$ cat src/rtl/t48_int_vec.sv
// t48_int_vec: multi-source interrupt controller for the T48 core.
// NUM_EXT active-low external sources (edge or level) plus the timer source,
// fixed priority ext0 > ext1 > ... > timer, with a per-source service vector
// and the pending/in-progress handshake towards the decoder.
module t48_int_vec #(
  parameter int unsigned NUM_EXT     = 2,
  parameter logic [6:0]  EDGE_MASK   = 7'b0000000,
  parameter int unsigned SYNC_STAGES = 2,
  parameter int unsigned IDX_W       = 3
) (
  input  logic               clk_i,
  input  logic               res_i,
  input  logic               en_clk_i,
  input  logic [2:0]         clk_mstate_i,
  input  logic               last_cycle_i,
  input  logic [NUM_EXT-1:0] int_n_i,
  input  logic               en_i_i,
  input  logic               dis_i_i,
  input  logic               en_tcnti_i,
  input  logic               dis_tcnti_i,
  input  logic               tim_overflow_i,
  input  logic               jtf_executed_i,
  input  logic               int_executed_i,
  input  logic               retr_executed_i,
  input  logic               mask_wr_i,
  input  logic [NUM_EXT-1:0] mask_i,
  output logic               tf_o,
  output logic               int_pending_o,
  output logic               int_in_progress_o,
  output logic [IDX_W-1:0]   int_src_o,
  output logic [11:0]        int_vec_o
);

  typedef enum logic [1:0] {
    IDLE   = 2'd0,
    PEND   = 2'd1,
    ACTIVE = 2'd2
  } int_state_e;

  localparam logic [NUM_EXT-1:0] EDGE = EDGE_MASK[NUM_EXT-1:0];

  logic [NUM_EXT-1:0] sync_q [SYNC_STAGES];
  logic [NUM_EXT-1:0] s;
  logic [NUM_EXT-1:0] s_next;
  logic [NUM_EXT-1:0] fall;

  logic [NUM_EXT-1:0] edge_flag_q, edge_flag_d;
  logic [NUM_EXT-1:0] mask_q, mask_d;
  logic               int_enable_q, int_enable_d;
  logic               tim_en_q, tim_en_d;
  logic               tf_q, tf_d;
  logic               tim_pend_q, tim_pend_d;
  logic               in_progress_q, in_progress_d;
  logic [IDX_W-1:0]   int_src_q, int_src_d;
  int_state_e         state_q, state_d;

  logic [NUM_EXT-1:0] ext_req;
  logic [NUM_EXT-1:0] ack_vec;
  logic               ack;
  logic               any_req;
  logic [IDX_W-1:0]   win;

  // Input synchroniser, runs every clock regardless of the machine-state enable
  always_ff @(posedge clk_i or negedge res_i) begin
    if (!res_i) begin
      for (int unsigned i = 0; i < SYNC_STAGES; i++) sync_q[i] <= '1;
    end else begin
      sync_q[0] <= int_n_i;
      for (int unsigned i = 1; i < SYNC_STAGES; i++) sync_q[i] <= sync_q[i-1];
    end
  end

  // A falling edge is seen when the last stage is still high and the value about to enter it is low
  assign s      = sync_q[SYNC_STAGES-1];
  assign s_next = sync_q[SYNC_STAGES-2];
  assign fall   = s & ~s_next;
  assign ack    = en_clk_i & int_executed_i;

  // Request vector, one-hot acknowledge and fixed-priority winner
  always_comb begin
    ext_req = '0;
    ack_vec = '0;
    win     = '0;
    for (int unsigned k = 0; k < NUM_EXT; k++) begin
      ext_req[k] = int_enable_q & mask_q[k] & (EDGE[k] ? edge_flag_q[k] : ~s[k]);
      ack_vec[k] = ack & (int_src_q == IDX_W'(k + 1));
    end
    for (int unsigned k = 0; k < NUM_EXT; k++) begin
      if (ext_req[NUM_EXT-1-k]) win = IDX_W'(NUM_EXT - k);
    end
  end

  assign any_req = (|ext_req) | tim_pend_q;

  // Edge flags: set on every clock, cleared only by an enabled acknowledge; set wins
  always_comb begin
    edge_flag_d = ((edge_flag_q & ~ack_vec) | fall) & EDGE;
  end

  // Enables, mask, timer flag/pending and arbitration latch, all gated by en_clk_i
  always_comb begin
    mask_d        = mask_q;
    int_enable_d  = int_enable_q;
    tim_en_d      = tim_en_q;
    tf_d          = tf_q;
    tim_pend_d    = tim_pend_q;
    in_progress_d = in_progress_q;
    int_src_d     = int_src_q;
    if (en_clk_i) begin
      if (mask_wr_i) mask_d = mask_i;
      if (dis_i_i) int_enable_d = 1'b0;
      else if (en_i_i) int_enable_d = 1'b1;
      if (dis_tcnti_i) tim_en_d = 1'b0;
      else if (en_tcnti_i) tim_en_d = 1'b1;
      if (jtf_executed_i) tf_d = 1'b0;
      else if (tim_overflow_i) tf_d = 1'b1;
      if (int_executed_i && (int_src_q == '0)) tim_pend_d = 1'b0;
      if (tim_overflow_i && tim_en_q) tim_pend_d = 1'b1;
      if (dis_tcnti_i || !tim_en_q) tim_pend_d = 1'b0;
      if (in_progress_q) begin
        if (retr_executed_i) in_progress_d = 1'b0;
      end else if (any_req) begin
        in_progress_d = 1'b1;
        int_src_d     = win;
      end
    end
  end

  // Service handshake state machine, next-state logic
  always_comb begin
    state_d = state_q;
    if (en_clk_i) begin
      case (state_q)
        IDLE:    if (in_progress_q && last_cycle_i && (clk_mstate_i == 3'd4)) state_d = PEND;
        PEND:    if (int_executed_i) state_d = ACTIVE;
        ACTIVE:  if (retr_executed_i) state_d = IDLE;
        default: state_d = IDLE;
      endcase
    end
  end

  // Controller state registers
  always_ff @(posedge clk_i or negedge res_i) begin
    if (!res_i) begin
      edge_flag_q   <= '0;
      mask_q        <= '1;
      int_enable_q  <= 1'b0;
      tim_en_q      <= 1'b0;
      tf_q          <= 1'b0;
      tim_pend_q    <= 1'b0;
      in_progress_q <= 1'b0;
      int_src_q     <= '0;
      state_q       <= IDLE;
    end else begin
      edge_flag_q   <= edge_flag_d;
      mask_q        <= mask_d;
      int_enable_q  <= int_enable_d;
      tim_en_q      <= tim_en_d;
      tf_q          <= tf_d;
      tim_pend_q    <= tim_pend_d;
      in_progress_q <= in_progress_d;
      int_src_q     <= int_src_d;
      state_q       <= state_d;
    end
  end

  // Service vector: timer 0x007, ext0 0x003, ext k>=1 at 0x003 + 4*(k+1)
  always_comb begin
    if (int_src_q == '0)                 int_vec_o = 12'h007;
    else if (int_src_q == IDX_W'(1))     int_vec_o = 12'h003;
    else                                 int_vec_o = 12'h003 + (12'(int_src_q) << 2);
  end

  assign tf_o              = tf_q;
  assign int_pending_o     = (state_q == PEND);
  assign int_in_progress_o = in_progress_q & (state_q != IDLE);
  assign int_src_o         = int_src_q;

endmodule

$ cat config.mk
export PLATFORM = sky130hd
export DESIGN_NAME = t48_int_vec
export DESIGN_NICKNAME = d
export VERILOG_FILES = /design/src/rtl/t48_int_vec.sv
export SDC_FILE = /design/constraint.sdc
export NUM_CORES = 1
export LEC_CHECK = 0
export BUFFER_PORTS_ARGS = -buffer_cell sky130_fd_sc_hd__buf_2
export CAP_MARGIN = 20
export CORE_MARGIN = 3
export CORE_UTILIZATION = 40
export DETAILED_ROUTE_END_ITERATION = 10
export PLACE_DENSITY = 0.69
export SLEW_MARGIN = 0
export SYNTH_ARGS = -nofsm -noshare
export SYNTH_HDL_FRONTEND = slang
export SYNTH_SLANG_ARGS = --single-unit
$ cat constraint.sdc
create_clock -name clk_i -period 1.61 [get_ports clk_i]
set_input_delay 0.2415 -clock clk_i [delete_from_list [all_inputs] [get_ports clk_i]]
set_output_delay 0.2415 -clock clk_i [all_outputs]
set_load 0.01 [all_outputs]
# [After elaboration in Yosys (flattened, before gate mapping)]
# Index checks and enable logic that the tools add are counted.
[totals] output_inout_bits=18 input_bits=20 register_bits=16 word_cells=68
[classes] eq_ne=7 muxes=20 reduce_logical=21 add_sub_neg=1 bitwise_logic=9
[ops] op="1-bit 2-to-1 mux" n=12
[ops] op="6-bit 2-to-1 mux" n=2
[ops] op="2-bit AND reduction" n=5
[ops] op="2-bit 2-to-1 mux" n=4
[ops] op="2-bit nonzero test" n=4
[ops] op="2-bit by 5-bit adder with 6-bit output, first input constant" n=1
[ops] op="2-bit != test, second input constant" n=3
[ops] op="2-bit case mux with 3 select lines" n=1
[ops] op="1-bit bitwise AND" n=5
[ops] op="1-bit logical AND" n=4
[ops] op="4-bit AND reduction" n=1
[ops] op="3-bit by 1-bit equality test with 1-bit output, second input constant" n=1
[ops] op="3-bit equality test, second input constant" n=1
[ops] op="3-bit logical NOT" n=1
[ops] op="3-bit 2-to-1 mux" n=1
[ops] op="1-bit inverter" n=3
[ops] op="3-bit AND reduction" n=1
[ops] op="3-bit nonzero test" n=1
[ops] op="2-bit by 1-bit equality test with 1-bit output, second input constant" n=1
[ops] op="2-bit equality test, second input constant" n=1
[ops] op="2-bit logical NOT" n=1
[ops] op="2-bit OR reduction" n=1
[ops] op="1-bit logical NOT" n=1
[ops] op="1-bit logical OR" n=1
[ops] op="1-bit bitwise OR" n=1

# [Longest topological paths before layout]
[logic_depth] depth_word=6 mapped_depth=5 ltp_nobuf=5

# [Least setup slack after synthesis]
# OpenSTA, ideal clock, no wires.
[synth_path] kind="reg2reg" startpoint="register state_q[0]" endpoint="register state_q[1]" synth_period_minus_slack_ps=1311 path_stages_with_launch=4 path_slack_ps=299 required_time_ps=1482 path_buffers=0 setup_time_ps=128 arrival_ps=1183 cell_sequence="dfrtp_1 > nor2b_2 > a221oi_2 > mux2_1"
[synth_via] elab_chain_len=3 elab_cells_between_ends=8 cone_classes="eq/ne (5); mux (1); reduce/logical (2)"
[synth_rtl] item="from (decl)" line_no="55" rtl="int_state_e state_q, state_d;"
[synth_rtl] item="from (signal assigned)" line_no="163" rtl="state_q <= state_d;"
[synth_rtl] item="2-bit by 1-bit equality test with 1-bit output (*)"
[synth_rtl] item="via int_pending_o" line_no="28" rtl="output logic int_pending_o,"
[synth_rtl] item="2-bit != test (no source line)"
[synth_rtl] item="4-bit AND reduction (no source line)"
# Mark *: on every way through the listed nets, which the timed path passes. The rest lies on a longest branch.
# A chain may end at the register's enable or synchronous reset.

# [Final worst setup path]
[layout_path] startpoint="register int_src_q[1] (netlist: int_src_o[1])" endpoint="output int_vec_o[3]"
[layout_via] elab_chain_len=3 elab_cells_between_ends=5 cone_classes="add/sub (1); eq/ne (1); mux (2); reduce/logical (1)"
[layout_rtl] item="from (decl)" line_no="54" rtl="logic [IDX_W-1:0] int_src_q, int_src_d;"
[layout_rtl] item="from (signal assigned)" line_no="162" rtl="int_src_q <= int_src_d;"
[layout_rtl] item="2-bit by 5-bit adder with 6-bit output / 3-bit by 1-bit equality test with 1-bit output (equally long branches)" line_no="171, 170"
[layout_rtl] item="6-bit 2-to-1 mux" line_no="170" rtl="else if (int_src_q == IDX_W'(1)) int_vec_o = 12'h003;"
[layout_rtl] item="6-bit 2-to-1 mux (*)" line_no="169" rtl="if (int_src_q == '0) int_vec_o = 12'h007;"
[layout_rtl] item="to (decl)" line_no="31" rtl="output logic [11:0] int_vec_o"
# Mark *: on every way between the ends. The rest lies on a longest branch, timed or not.

==> reports/metrics.yaml <==
timing:
  timing.fmax_ghz: 0.669
  setup_tns_ns: 0
  slew_viol_final: 0
  rsz0062_at_grt: "no"
  fin_crit_sh_pct: 92.9
  setup_violations: 0
  hold_viol: 0
  holdWs_ns: 0.0603
  worst_slack_ns: 0.115
  final.setup_skew_ns: 0.00801
  min_period_ns: 1.50
die:
  die-area_um2: 2500
  rows: 15
  initial_core_util_pct: 43.4
  fp.dieH_um: 50.0
  ios: 38
  die_w_um: 50.0
  core_area_um2: 1780
grt:
  grt_max_degree: 16
  met3_usage_pct: 2.72
  antenna_found_initial: 0
  grt_busiest_layer: "met2"
  grt_pass1_wl_um: 2350
  grt_use_met2_pct: 22.9
  gr-usage-met1_pct: 12.9
  grt_pass1_vias: 591
  grt_usage_pct: 12.7
  grt_overflow_total: 0
layout:
  layout-drive-gt1-share_pct: 35.9
  layout_commonest_cell: "buf_2"
  nFillCells: 173
  areaGrowthSynthToFinish_pct: 18.6
  fin_area_um2: 917
  diodes: 0
  mostFrequentLayoutCells: "26 x buf_2, 11 x conb_1, 9 x a21oi_1, 9 x dfrtp_1"
  nNetsFinal: 126
route:
  drt_iter0_drc: 4
  ant_nets: 0
  vias_per_cell: 4.63
  drc: 0
  wl_per_cell_um: 10.9
  drtPass1Iterations: 3
  routed-via-count: 593
  routed_wl_um: 1390
min_path:
  hold_path.class: "primary input to flip-flop"
  min_path_cells: 1
  hp-start: "int_n_i[1]"
  min_to: "s_next[1]"
clock_network:
  htree_levels: 1
  cts.sinks: 15
  clkSlewWorstSetupHoldPaths_ns: 0.08
  clockBufferDepth: 2
  cts.repair.resized: 0
  cts_buffers: 3
  insertion_delay_ns: 0.28
  post_cts_buffers: 0
  cts_tree: "yes"
  ctsHoldBuffers: 1
  cts-root-buf: "clkbuf_4"
power_and_ir_drop:
  ir_worst_vdd_uv: 789
  p_leak_nw: 0.463
  finalPower_mw: 1.13
  powerDensity_nw_per_um2: 1240
synthesis:
  syn_inst: 75
  synth-seq-cells: 15
  avgSynthCellArea_um2: 10.3
  syn_area_um2: 773
  yosysSeqAreaShare_pct: 49.5
  synth_top_area_share_pct: 29.1
  ys_types: 27
  ys_warn_count: 0
  yosys-top-cells-area: "dfrtp_1 29%, dfstp_2 20%, buf_4 11%"
  synth_top_area_cell: "dfrtp_1"
worst_setup_path:
  crit_fanout: 3
  worst-r2r-cell-count: 3
  worst-setup-path-type: "flip-flop to output port"
  crit_required_ns: 1.37
  crit_start: "int_src_o[1]"
  regToRegSetupSlack_ns: 0.23
  startpoint_type: "flip-flop"
  worstSetupEndpointType: "output port"
  r2r_start: "state_q[0]"
  r2r-end: "state_q[1]"
  worstPathArrival_ns: 1.25
placement:
  place_ws_ns: 0.241
  io_buffers: 26
  dpl.hpwl_um: 1130
  dpl_cell_area_um2: 881
  gp_congestion: 0.655
job:
  cap_violations: 0
outcome:
  status: "finished clean"
## worst max-delay path, cell delays in order, from the launching register on
cell     delay [ns]
dfrtp_1        0.39
inv_1          0.09
ha_1           0.19
nor3_1         0.16
buf_2          0.15
## per-stage QoR
step,utilization (%),std cells
floorplan,-,84
global placement,49.4,123
detailed placement,49.4,123
CTS,51.4,128
global route,51.4,128
finish,51.4,128
## sequential cells by signal (all words and copies together), names as in the netlist, 2 cells and up
name and cells:
s_next 2, s 2, state_q 2, int_src_o 2, mask_q 2
## cell families after synthesis
logic type,after synthesis,share of synthesized area (%)
AOI/OAI and AO/OA,17,14.2
and+or+nand+nor,18,13.4
adders and majority gates,2,3.24
other,2,0.971
muxes,3,4.37
DFF,15,49.5
buffers and inverters,18,14.2
## area by class of cell
type	count	area, um2	area share, %
Inverter	6	22.5	2.46
Clock buffer	4	26.3	2.86
Timing Repair Buffer	27	140	15.3
Sequential cell	15	383	41.7
Tap cell	25	31.3	3.41
Multi-Input combinational cell	51	314	34.2
## synthesized netlist by cell type
| library cell | instances |
|---|---|
| a21oi_1 | 9 |
| a221oi_2 | 1 |
| a22o_1 | 1 |
| a22oi_1 | 1 |
| a31o_1 | 1 |
| a32o_1 | 1 |
| and2_1 | 1 |
| and3b_1 | 1 |
| buf_2 | 1 |
| buf_4 | 11 |
| conb_1 | 2 |
| dfrtp_1 | 9 |
| dfstp_2 | 6 |
| ha_1 | 2 |
| inv_1 | 6 |
| mux2_1 | 3 |
| nand2_1 | 2 |
| nand3_1 | 1 |
| nand3b_1 | 1 |
| nand4_1 | 1 |
| nor2_1 | 4 |
| nor2b_1 | 3 |
| nor2b_2 | 1 |
| nor3_1 | 1 |
| nor3b_1 | 1 |
| o21ai_0 | 3 |
| or2b_1 | 1 |
## worst max-delay path by stage
stage / slack [ns] / to
final: 0.11 / int_vec_o[3]
after global routing: 0.03 / int_vec_o[3]
after CTS: 0.11 / int_vec_o[3]
after detailed placement: 0.24 / state_q[1]
after global placement: 0.31 / state_q[1]
after floorplan: 0.30 / state_q[1]
## per-layer routing
layer | wire length (um) | vias up
met3 | 114 | 4
met4 | 33 | 0
met2 | 673 | 30
met1 | 569 | 272
met5 | 0 | -
li1 | - | 287
## power by group
| part | switching [mW] | leakage [nW] | total, mW | internal, mW |
|---|---|---|---|---|
| registers | 0.0731 | 0.176 | 0.535 | 0.462 |
| clock network | 0.110 | 0.0150 | 0.206 | 0.0960 |
| logic | 0.210 | 0.273 | 0.393 | 0.183 |
| total | 0.393 | 0.463 | 1.13 | 0.741 |
Power figures use the tool's default switching activity.
